==> src/rtl/ppu_ri.sv <==
// PPU CPU register interface: $2000-$2007 decode, scroll/VRAM address state,
// PPUDATA read buffer with a one-entry VRAM access slot, OAM port and vblank NMI.
module ppu_ri #(
    parameter logic [5:0] INC_BIG = 6'd32
) (
    input  logic        clk_in,
    input  logic        rst_in,
    input  logic [2:0]  sel_in,
    input  logic        ncs_in,
    input  logic        r_nw_in,
    input  logic [7:0]  cpu_d_in,
    output logic [7:0]  cpu_d_out,
    input  logic        vblank_in,
    input  logic        spr_ovf_in,
    input  logic        spr0_hit_in,
    input  logic        vram_busy_in,
    input  logic [7:0]  vram_d_in,
    output logic [13:0] vram_a_out,
    output logic [7:0]  vram_d_out,
    output logic        vram_wr_out,
    output logic        vram_rd_out,
    output logic [7:0]  spr_ram_a_out,
    output logic [7:0]  spr_ram_d_out,
    output logic        spr_ram_wr_out,
    input  logic [7:0]  spr_ram_d_in,
    output logic        nt_v_out,
    output logic        nt_h_out,
    output logic [4:0]  cv_out,
    output logic [2:0]  fv_out,
    output logic [4:0]  ch_out,
    output logic [2:0]  fh_out,
    output logic        bg_pt_sel_out,
    output logic        spr_pt_sel_out,
    output logic        spr_h_out,
    output logic        bg_en_out,
    output logic        spr_en_out,
    output logic        bg_lt_en_out,
    output logic        spr_lt_en_out,
    output logic        nvbl_out
);

    logic        ncs_q_reg;
    logic        vblank_q_reg;
    logic        vbl_flag_reg;
    logic        nvbl_en_reg;
    logic        inc32_reg;
    logic        toggle_reg;
    logic [13:0] vaddr_reg;
    logic [7:0]  rd_buf_reg;
    logic        pend_valid_reg;
    logic        pend_wr_reg;
    logic        pend_pal_reg;
    logic [7:0]  pend_d_reg;
    logic        rd_pal_reg;
    logic        rd_d1_reg;
    logic        rd_d1_pal_reg;

    logic        acc;
    logic        wr_acc;
    logic        rd_acc;
    logic        new_req;
    logic        issue;
    logic        req_wr;
    logic        req_pal;
    logic [7:0]  req_d;
    logic [13:0] vaddr_inc;
    logic        vbl_rise;
    logic        vbl_fall;
    logic        pal_now;

    always_comb begin
        // an access fires only on the high-to-low transition of chip select
        acc       = ~ncs_in & ncs_q_reg;
        wr_acc    = acc & ~r_nw_in;
        rd_acc    = acc & r_nw_in;
        pal_now   = (vaddr_reg[13:8] == 6'h3F);
        new_req   = acc && (sel_in == 3'd7) && !pend_valid_reg;
        issue     = (pend_valid_reg | new_req) & ~vram_busy_in;
        req_wr    = pend_valid_reg ? pend_wr_reg  : ~r_nw_in;
        req_d     = pend_valid_reg ? pend_d_reg   : cpu_d_in;
        req_pal   = pend_valid_reg ? pend_pal_reg : pal_now;
        vaddr_inc = vaddr_reg + (inc32_reg ? {8'd0, INC_BIG} : 14'd1);
        vbl_rise  = vblank_in & ~vblank_q_reg;
        vbl_fall  = ~vblank_in & vblank_q_reg;
    end

    always_ff @(posedge clk_in or negedge rst_in) begin
        if (!rst_in) begin
            ncs_q_reg      <= 1'b0;
            vblank_q_reg   <= 1'b0;
            vbl_flag_reg   <= 1'b0;
            nvbl_en_reg    <= 1'b0;
            inc32_reg      <= 1'b0;
            toggle_reg     <= 1'b0;
            vaddr_reg      <= 14'd0;
            rd_buf_reg     <= 8'd0;
            pend_valid_reg <= 1'b0;
            pend_wr_reg    <= 1'b0;
            pend_pal_reg   <= 1'b0;
            pend_d_reg     <= 8'd0;
            rd_pal_reg     <= 1'b0;
            rd_d1_reg      <= 1'b0;
            rd_d1_pal_reg  <= 1'b0;
            cpu_d_out      <= 8'd0;
            vram_a_out     <= 14'd0;
            vram_d_out     <= 8'd0;
            vram_wr_out    <= 1'b0;
            vram_rd_out    <= 1'b0;
            spr_ram_a_out  <= 8'd0;
            spr_ram_d_out  <= 8'd0;
            spr_ram_wr_out <= 1'b0;
            nt_v_out       <= 1'b0;
            nt_h_out       <= 1'b0;
            cv_out         <= 5'd0;
            fv_out         <= 3'd0;
            ch_out         <= 5'd0;
            fh_out         <= 3'd0;
            bg_pt_sel_out  <= 1'b0;
            spr_pt_sel_out <= 1'b0;
            spr_h_out      <= 1'b0;
            bg_en_out      <= 1'b0;
            spr_en_out     <= 1'b0;
            bg_lt_en_out   <= 1'b0;
            spr_lt_en_out  <= 1'b0;
            nvbl_out       <= 1'b1;
        end else begin
            ncs_q_reg      <= ncs_in;
            vblank_q_reg   <= vblank_in;
            vram_wr_out    <= 1'b0;
            vram_rd_out    <= 1'b0;
            rd_pal_reg     <= 1'b0;
            spr_ram_wr_out <= 1'b0;
            nvbl_out       <= ~(vbl_flag_reg & nvbl_en_reg);

            // OAM address advances after the strobe so the write sees the old address
            if (spr_ram_wr_out)
                spr_ram_a_out <= spr_ram_a_out + 8'd1;

            if (vbl_rise)
                vbl_flag_reg <= 1'b1;
            else if (vbl_fall || (rd_acc && sel_in == 3'd2))
                vbl_flag_reg <= 1'b0;

            rd_d1_reg     <= vram_rd_out;
            rd_d1_pal_reg <= rd_pal_reg;
            if (rd_d1_reg) begin
                rd_buf_reg <= vram_d_in;
                if (rd_d1_pal_reg)
                    cpu_d_out <= vram_d_in;
            end

            if (issue) begin
                vram_a_out     <= vaddr_reg;
                vram_wr_out    <= req_wr;
                vram_rd_out    <= ~req_wr;
                rd_pal_reg     <= ~req_wr & req_pal;
                if (req_wr)
                    vram_d_out <= req_d;
                vaddr_reg      <= vaddr_inc;
                pend_valid_reg <= 1'b0;
            end else if (new_req) begin
                pend_valid_reg <= 1'b1;
                pend_wr_reg    <= ~r_nw_in;
                pend_d_reg     <= cpu_d_in;
                pend_pal_reg   <= pal_now;
            end

            if (wr_acc) begin
                case (sel_in)
                    3'd0: begin
                        nt_h_out       <= cpu_d_in[0];
                        nt_v_out       <= cpu_d_in[1];
                        inc32_reg      <= cpu_d_in[2];
                        spr_pt_sel_out <= cpu_d_in[3];
                        bg_pt_sel_out  <= cpu_d_in[4];
                        spr_h_out      <= cpu_d_in[5];
                        nvbl_en_reg    <= cpu_d_in[7];
                    end
                    3'd1: begin
                        bg_lt_en_out  <= cpu_d_in[1];
                        spr_lt_en_out <= cpu_d_in[2];
                        bg_en_out     <= cpu_d_in[3];
                        spr_en_out    <= cpu_d_in[4];
                    end
                    3'd3: spr_ram_a_out <= cpu_d_in;
                    3'd4: begin
                        spr_ram_wr_out <= 1'b1;
                        spr_ram_d_out  <= cpu_d_in;
                    end
                    3'd5: begin
                        if (!toggle_reg) begin
                            ch_out <= cpu_d_in[7:3];
                            fh_out <= cpu_d_in[2:0];
                        end else begin
                            cv_out <= cpu_d_in[7:3];
                            fv_out <= cpu_d_in[2:0];
                        end
                        toggle_reg <= ~toggle_reg;
                    end
                    3'd6: begin
                        if (!toggle_reg) begin
                            fv_out      <= {1'b0, cpu_d_in[5:4]};
                            nt_v_out    <= cpu_d_in[3];
                            nt_h_out    <= cpu_d_in[2];
                            cv_out[4:3] <= cpu_d_in[1:0];
                        end else begin
                            cv_out[2:0] <= cpu_d_in[7:5];
                            ch_out      <= cpu_d_in[4:0];
                            // the second write overrides any same-cycle post-issue increment
                            vaddr_reg   <= {fv_out[1:0], nt_v_out, nt_h_out, cv_out[4:3],
                                            cpu_d_in[7:5], cpu_d_in[4:0]};
                        end
                        toggle_reg <= ~toggle_reg;
                    end
                    default: ;
                endcase
            end

            if (rd_acc) begin
                case (sel_in)
                    3'd2: begin
                        cpu_d_out  <= {vbl_flag_reg, spr0_hit_in, spr_ovf_in, 5'b0};
                        toggle_reg <= 1'b0;
                    end
                    3'd4: cpu_d_out <= spr_ram_d_in;
                    // palette reads bypass the buffer and load when the fetch returns
                    3'd7: if (!pal_now) cpu_d_out <= rd_buf_reg;
                    default: ;
                endcase
            end
        end
    end

endmodule

==> config.mk <==
export PLATFORM = sky130hd
export DESIGN_NAME = ppu_ri
export DESIGN_NICKNAME = d
export VERILOG_FILES = /design/src/rtl/ppu_ri.sv
export SDC_FILE = /design/constraint.sdc
export NUM_CORES = 1
export LEC_CHECK = 0
export CORE_ASPECT_RATIO = 2
export CORE_MARGIN = 5
export CORE_UTILIZATION = 45
export CTS_BUF_LIST = sky130_fd_sc_hd__clkbuf_16
export DETAILED_ROUTE_END_ITERATION = 8
export PLACE_DENSITY_LB_ADDON = 0.3
export SLEW_MARGIN = 10
export SYNTH_ARGS = -nofsm -noshare
export SYNTH_HDL_FRONTEND = slang
export SYNTH_SLANG_ARGS = --single-unit
==> constraint.sdc <==
create_clock -name clk_in -period 1.99 [get_ports clk_in]
set_input_delay 0.398 -clock clk_in [delete_from_list [all_inputs] [get_ports clk_in]]
set_output_delay 0.398 -clock clk_in [all_outputs]
set_load 0.03 [all_outputs]
==> Yosys cells after proc, flatten, opt, wreduce, memory -nomap -nowiden <==
Index checks and enable logic that the tools add are counted.
{ "classes": {"n_div": 0, "magnitude_cmp": 0, "reduce_logical": 21, "bitwise": 18, "multipliers": 0, "shifts": 0, "n_eq_ne": 12, "mux": 43, "add_sub_neg": 2} }
{ "op_table": {"columns": ["cell", "count"], "rows": [
  ["$mux W8", 8],
  ["$mux W14", 4],
  ["$pmux W8 S3", 1],
  ["$pmux W5 S2", 2],
  ["$mux W1", 17],
  ["$mux W5", 3],
  ["$add A14 B6 Y14", 1],
  ["$eq A3 B3 Y1 const B", 4],
  ["$reduce_and A4 Y1", 3],
  ["$reduce_and A2 Y1", 5],
  ["$mux W3", 3],
  ["$not A1 Y1", 9],
  ["$add A8 B1 Y8 const B", 1],
  ["$and A1 B1 Y1", 8],
  ["$ne A2 B2 Y1 const B", 4],
  ["$reduce_bool A2 Y1", 4],
  ["$eq A3 B2 Y1 const B", 2],
  ["$eq A6 B6 Y1 const B", 1],
  ["$mux W6", 1],
  ["$pmux W3 S2", 1],
  ["$reduce_and A3 Y1", 2],
  ["$pmux W1 S2", 2],
  ["$eq A3 B1 Y1 const B", 1],
  ["$logic_and A1 B1 Y1", 3],
  ["other kinds (6)", 6]
]} }
{ "totals": {"ramBits": 0, "out_inout_bits": 75, "in_bits": 35, "romBits": 0, "n_memories": 0, "latchBits": 0, "word_cells": 134, "ff_bits": 117} }

==> Longest topological paths before layout <==
{ "depth": {"ltp_word": 10, "ltp_mapped": 7, "ltp_nobuf": 7} }

==> Worst setup path after synthesis <==
No wires, ideal clock.
{ "synth_path": {"path_type": "input to register", "from": "in ncs_in", "to": "reg vram_a_out[0]", "path_buffers": 2, "path_stages": 5, "setup_ns": 0.125, "t_arrival_ns": 1.565, "slack_ns": 0.300, "cell_sequence": "and2b_1 a41oi_4 buf_4 buf_4 mux2_2"} }
{ "synth_via": {"elab_chain_cells": 6} }
{ "synth_lines": {"columns": ["item", "line", "source"], "rows": [
  ["start, declared", "9", "input logic ncs_in,"],
  ["$not A1 Y1", "73", "acc = ~ncs_in & ncs_q_reg;"],
  ["$and A1 B1 Y1", "73", null],
  ["$logic_and A1 B1 Y1 (2 in series)", "77", "new_req = acc && (sel_in == 3'd7) && !pend_valid_reg;"],
  ["$or A1 B1 Y1", "78", "issue = (pend_valid_reg | new_req) & ~vram_busy_in;"],
  ["$and A1 B1 Y1", "78", null],
  ["end signal, assigned", "153", "vram_a_out <= vaddr_reg;"],
  ["end, declared", "18", "output logic [13:0] vram_a_out,"]
]} }
No other way between the ends.
A chain may end at the register's enable or synchronous reset.

==> Worst setup path after layout <==
{ "layout_path": {"from": "reg cv_out[1]", "to": "out cv_out[1]"} }
{ "layout_lines": {"columns": ["item", "line", "source"], "rows": [
  ["start, declared", "28", "output logic [4:0] cv_out,"],
  ["start signal, assigned", "195", "cv_out <= cpu_d_in[7:3];"],
  ["start signal, assigned", "207", "cv_out[2:0] <= cpu_d_in[7:5];"]
]} }
No word-level cell between the ends.

==> summary by stage <==
GRT
The via count of the first global-routing pass came to 4485. The first global-routing pass estimated 23000 µm of wire. The pin count of the biggest net entering global routing is 44. For this run, the total global-route usage over all layers was measured as 0.209. The initial antenna violation count came to 0.

The final global-route overflow total is 0.

Drt
For this block, the via count after detailed routing is 4211. The routed wirelength normalized by instance count is 18.2 µm. Using the TritonRoute via totals, the vias-per-cell ratio works out to 5.41.

The total wire length is between 10000 and 15000 µm. The detail route stage leaves a number of antenna-violating nets equal to 0. The first routing iteration left 204 violations. The total DRC errors in the routed layout is 0. For this run, the detailed router's first-pass iteration total came to 6.

Critical path
In this run the critical register-to-register path is launched from inc32_reg$_DFFE_PN0P_. In this design, the stage delay of the slowest critical-path cell is 710 ps. The critical path goes through clkdlybuf4s50_1. The type of the worst setup path is reg2out. The element type at the critical path start is a flip-flop. For the worst setup path, the data required time is 1590 ps. The number of buffer and inverter instances along the worst setup path is 1. The endpoint kind of the worst setup timing path is an output port. The endpoint identified for the worst register-to-register timing path is vaddr_reg[10]$_DFF_PN0_. The cell count of the worst reg-to-reg path is 8. The reg-to-reg setup timing slack is 140 ps. Data on the critical path arrives at its endpoint at 1530 ps. The largest individual stage delay along the critical path comes from the cell sky130_fd_sc_hd__clkdlybuf4s50_1. The largest fanout of any net on the critical path is 2. Broken down by cell family, the worst path's largest delay share belongs to buffers and inverters.

Clocking
The number of levels in the clock H-tree is 4. TritonCTS created 17 clock buffers. The clock insertion delay at the later pin of the skew report is 410 ps.

The clock root buffer is sky130_fd_sc_hd__clkbuf_16. The clock passes through at most 2 buffers. Counting every sink on the clock net gives 117.

Clock-pin slew was measured on the worst setup and hold paths at ~60 ps. TritonCTS built the clock tree.

Finish
The post-route standard cell area excluding fillers is between 7000 and 8000 µm². The antenna diode count is 0. Compared with the post-synthesis result, the final layout area differs by 42.8%. The final net count is 661.

The filler cell count in the final layout is 902. The layout cell share with drive strength beyond 1 is 0.257.

Timing
The final-layout worst hold slack is 378 ps. Clock skew on the completed layout was measured at 11.2 ps. The final worst setup slack is approximately 66 ps. Based on the critical path, the design can be clocked at up to 520 MHz.

Setup violations remaining at the end of the flow were counted as 0. The final-report max-slew violation count is 0. The number of hold-slack violations in the final timing report is 0. The transition time of the tightest slew-check pin is 538 ps.

Setup repair after global routing left no endpoint under its margin. In the finished design, the share of the clock period the worst path needs comes to 0.967. The worst slew slack as a fraction of its limit is 0.636. The shortest period the worst path allows is around 1900 ps.

Placed design
The worst setup slack after placement is -317 ps. The HPWL after detailed placement is 10500 µm. In this run the cell area measured after placement is 6990 µm².

The number of port buffers is 109. At the end of routability-driven placement, the weighted congestion stood at around 0.85.

Floorplan
Row generation in the floorplan step produced 56 rows. The height of the chip is 164 µm. The I/O pin total is 110. The area of the placeable core is 11700 µm². The floorplan die area is 14300 µm². The width of the die is 87.1 µm.

The starting density of the core is 0.458.

Worst hold path
The class of the tightest hold or removal check is reg2reg. Counting instances, the worst hold path has a depth of 0. In this run the most critical hold path is launched from rd_pal_reg$_DFF_PN0_. The path with the worst hold slack has its endpoint at rd_d1_pal_reg$_DFF_PN0_.

Yosys
In this run the cell area of the synthesized design comes to 5350 µm². Synthesis handed over a netlist of 464 instances. The count of state elements after synthesis is 117. The leading area contributor after synthesis is sky130_fd_sc_hd__dfrtp_1. The commonest register cell after synthesis is sky130_fd_sc_hd__dfrtp_1. After synthesis, the cell types taking the most area are sky130_fd_sc_hd__dfrtp_1, sky130_fd_sc_hd__mux2_2, sky130_fd_sc_hd__nand2_1. Counting every net in the synthesized netlist gives 503. Ranked by instance count, the synthesized netlist is headed by sky130_fd_sc_hd__dfrtp_1, sky130_fd_sc_hd__mux2_2, sky130_fd_sc_hd__nand2_1. The mean cell area of the mapped netlist is 11.5 µm².

The async set-or-reset flop fraction in the synthesized netlist is 1.00. Counting flops with a built-in enable in the synthesized netlist gives 0. The number of distinct library cell variants in the gate-level netlist after synthesis is 52.

The number of synthesis warnings is 0. The fraction of the yosys area taken by sequential cells is 0.547. The top-area cell type share of the netlist area is 0.542. Yosys instantiated no cell more often than sky130_fd_sc_hd__dfrtp_1.

Run status
The run finished with clean final reports.

Power
VDD sags by at most 0.000866 V. Power spread over the standard cell area amounts to 1190 nW/µm². The total power of the final layout is roughly 9000 µW. Summed over all cells, the static leakage comes to 0.00331 µW.

Flow run
The tool flagged a number of max-cap violations equal to 0.
metrics by stage:
stage	TNS, ps	std cells	utilization
global route	0	779	0.653
CTS	0	779	0.653
finish	0	779	0.653
global placement	-10710	747	0.598
detailed placement	-13570	747	0.598
floorplan	0	464	-
worst max path at each step:
stage / startpoint / endpoint / slack [ps] / cells past startpoint
after global placement: ncs_in / vaddr_reg[13]$_DFF_PN0_ / -210 / 7
after CTS: spr_ram_a_out[0]$_DFF_PN0_ / spr_ram_a_out[0] / 50 / 1
final: cv_out[1]$_DFFE_PN0P_ / cv_out[1] / 70 / 1
after global routing: ncs_in / cpu_d_out[1]$_DFF_PN0_ / 10 / 6
after detailed placement: ncs_in / vaddr_reg[12]$_DFF_PN0_ / -320 / 7
after floorplan: ncs_in / vram_a_out[0]$_DFFE_PN0N_ / 300 / 5
logic make-up after synthesis:
logic type                 share of synthesized area
and+or+nand+nor                                0.128
DFF                                            0.547
AOI/OAI and AO/OA                             0.0954
muxes                                          0.159
buffers and inverters                         0.0294
xor gates and xnor gates                      0.0311
adders and majority gates                    0.00935
layout by cell type (no fill, tap or decap), drive strengths merged, types with 7 or more instances in the layout:
| master | instances |
|---|---|
| buf | 54 |
| xnor2 | 13 |
| mux2 | 66 |
| o21ai | 40 |
| a21oi | 20 |
| nor2b | 11 |
| dfrtp | 116 |
| nor2 | 19 |
| nand2 | 56 |
| nand3 | 13 |
| inv | 9 |
| mux2i | 11 |
| clkbuf | 17 |
| clkinv | 7 |
| clkdlybuf4s50 | 106 |
repair_timing:
action,CTS,global route
hold buffers,1,0
buffers inserted,0,0
gates resized for setup,2,1
setup endpoints to repair,2,1
endpoints found under the hold margin,13,0
per-layer routing:
layer  global-route usage  routed length, µm
met5                    0                  0
met1                0.232               5240
met2                0.370               7770
met3               0.0477                627
met4               0.0964                505
where the power goes:
part	leakage [µW]	internal (µW)	total, µW	switching, µW
sequential	0.00151	2910	3340	424
combinational	0.00150	1170	2530	1360
clock	0.000314	2210	3270	1060
total	0.00331	6290	9130	2850
layout make-up:
cell class | count | area [µm²] | share of cell area
flip-flops and latches | 117 | 2930 | 0.383
clock buffers | 17 | 425 | 0.0556
repair buffers | 163 | 1590 | 0.209
inverters | 8 | 30.0 | 0.00393
clock inverters | 14 | 211 | 0.0277
multi-input cells | 315 | 2270 | 0.297
well taps | 145 | 181 | 0.0237
(Power assumes the default switching activity.)
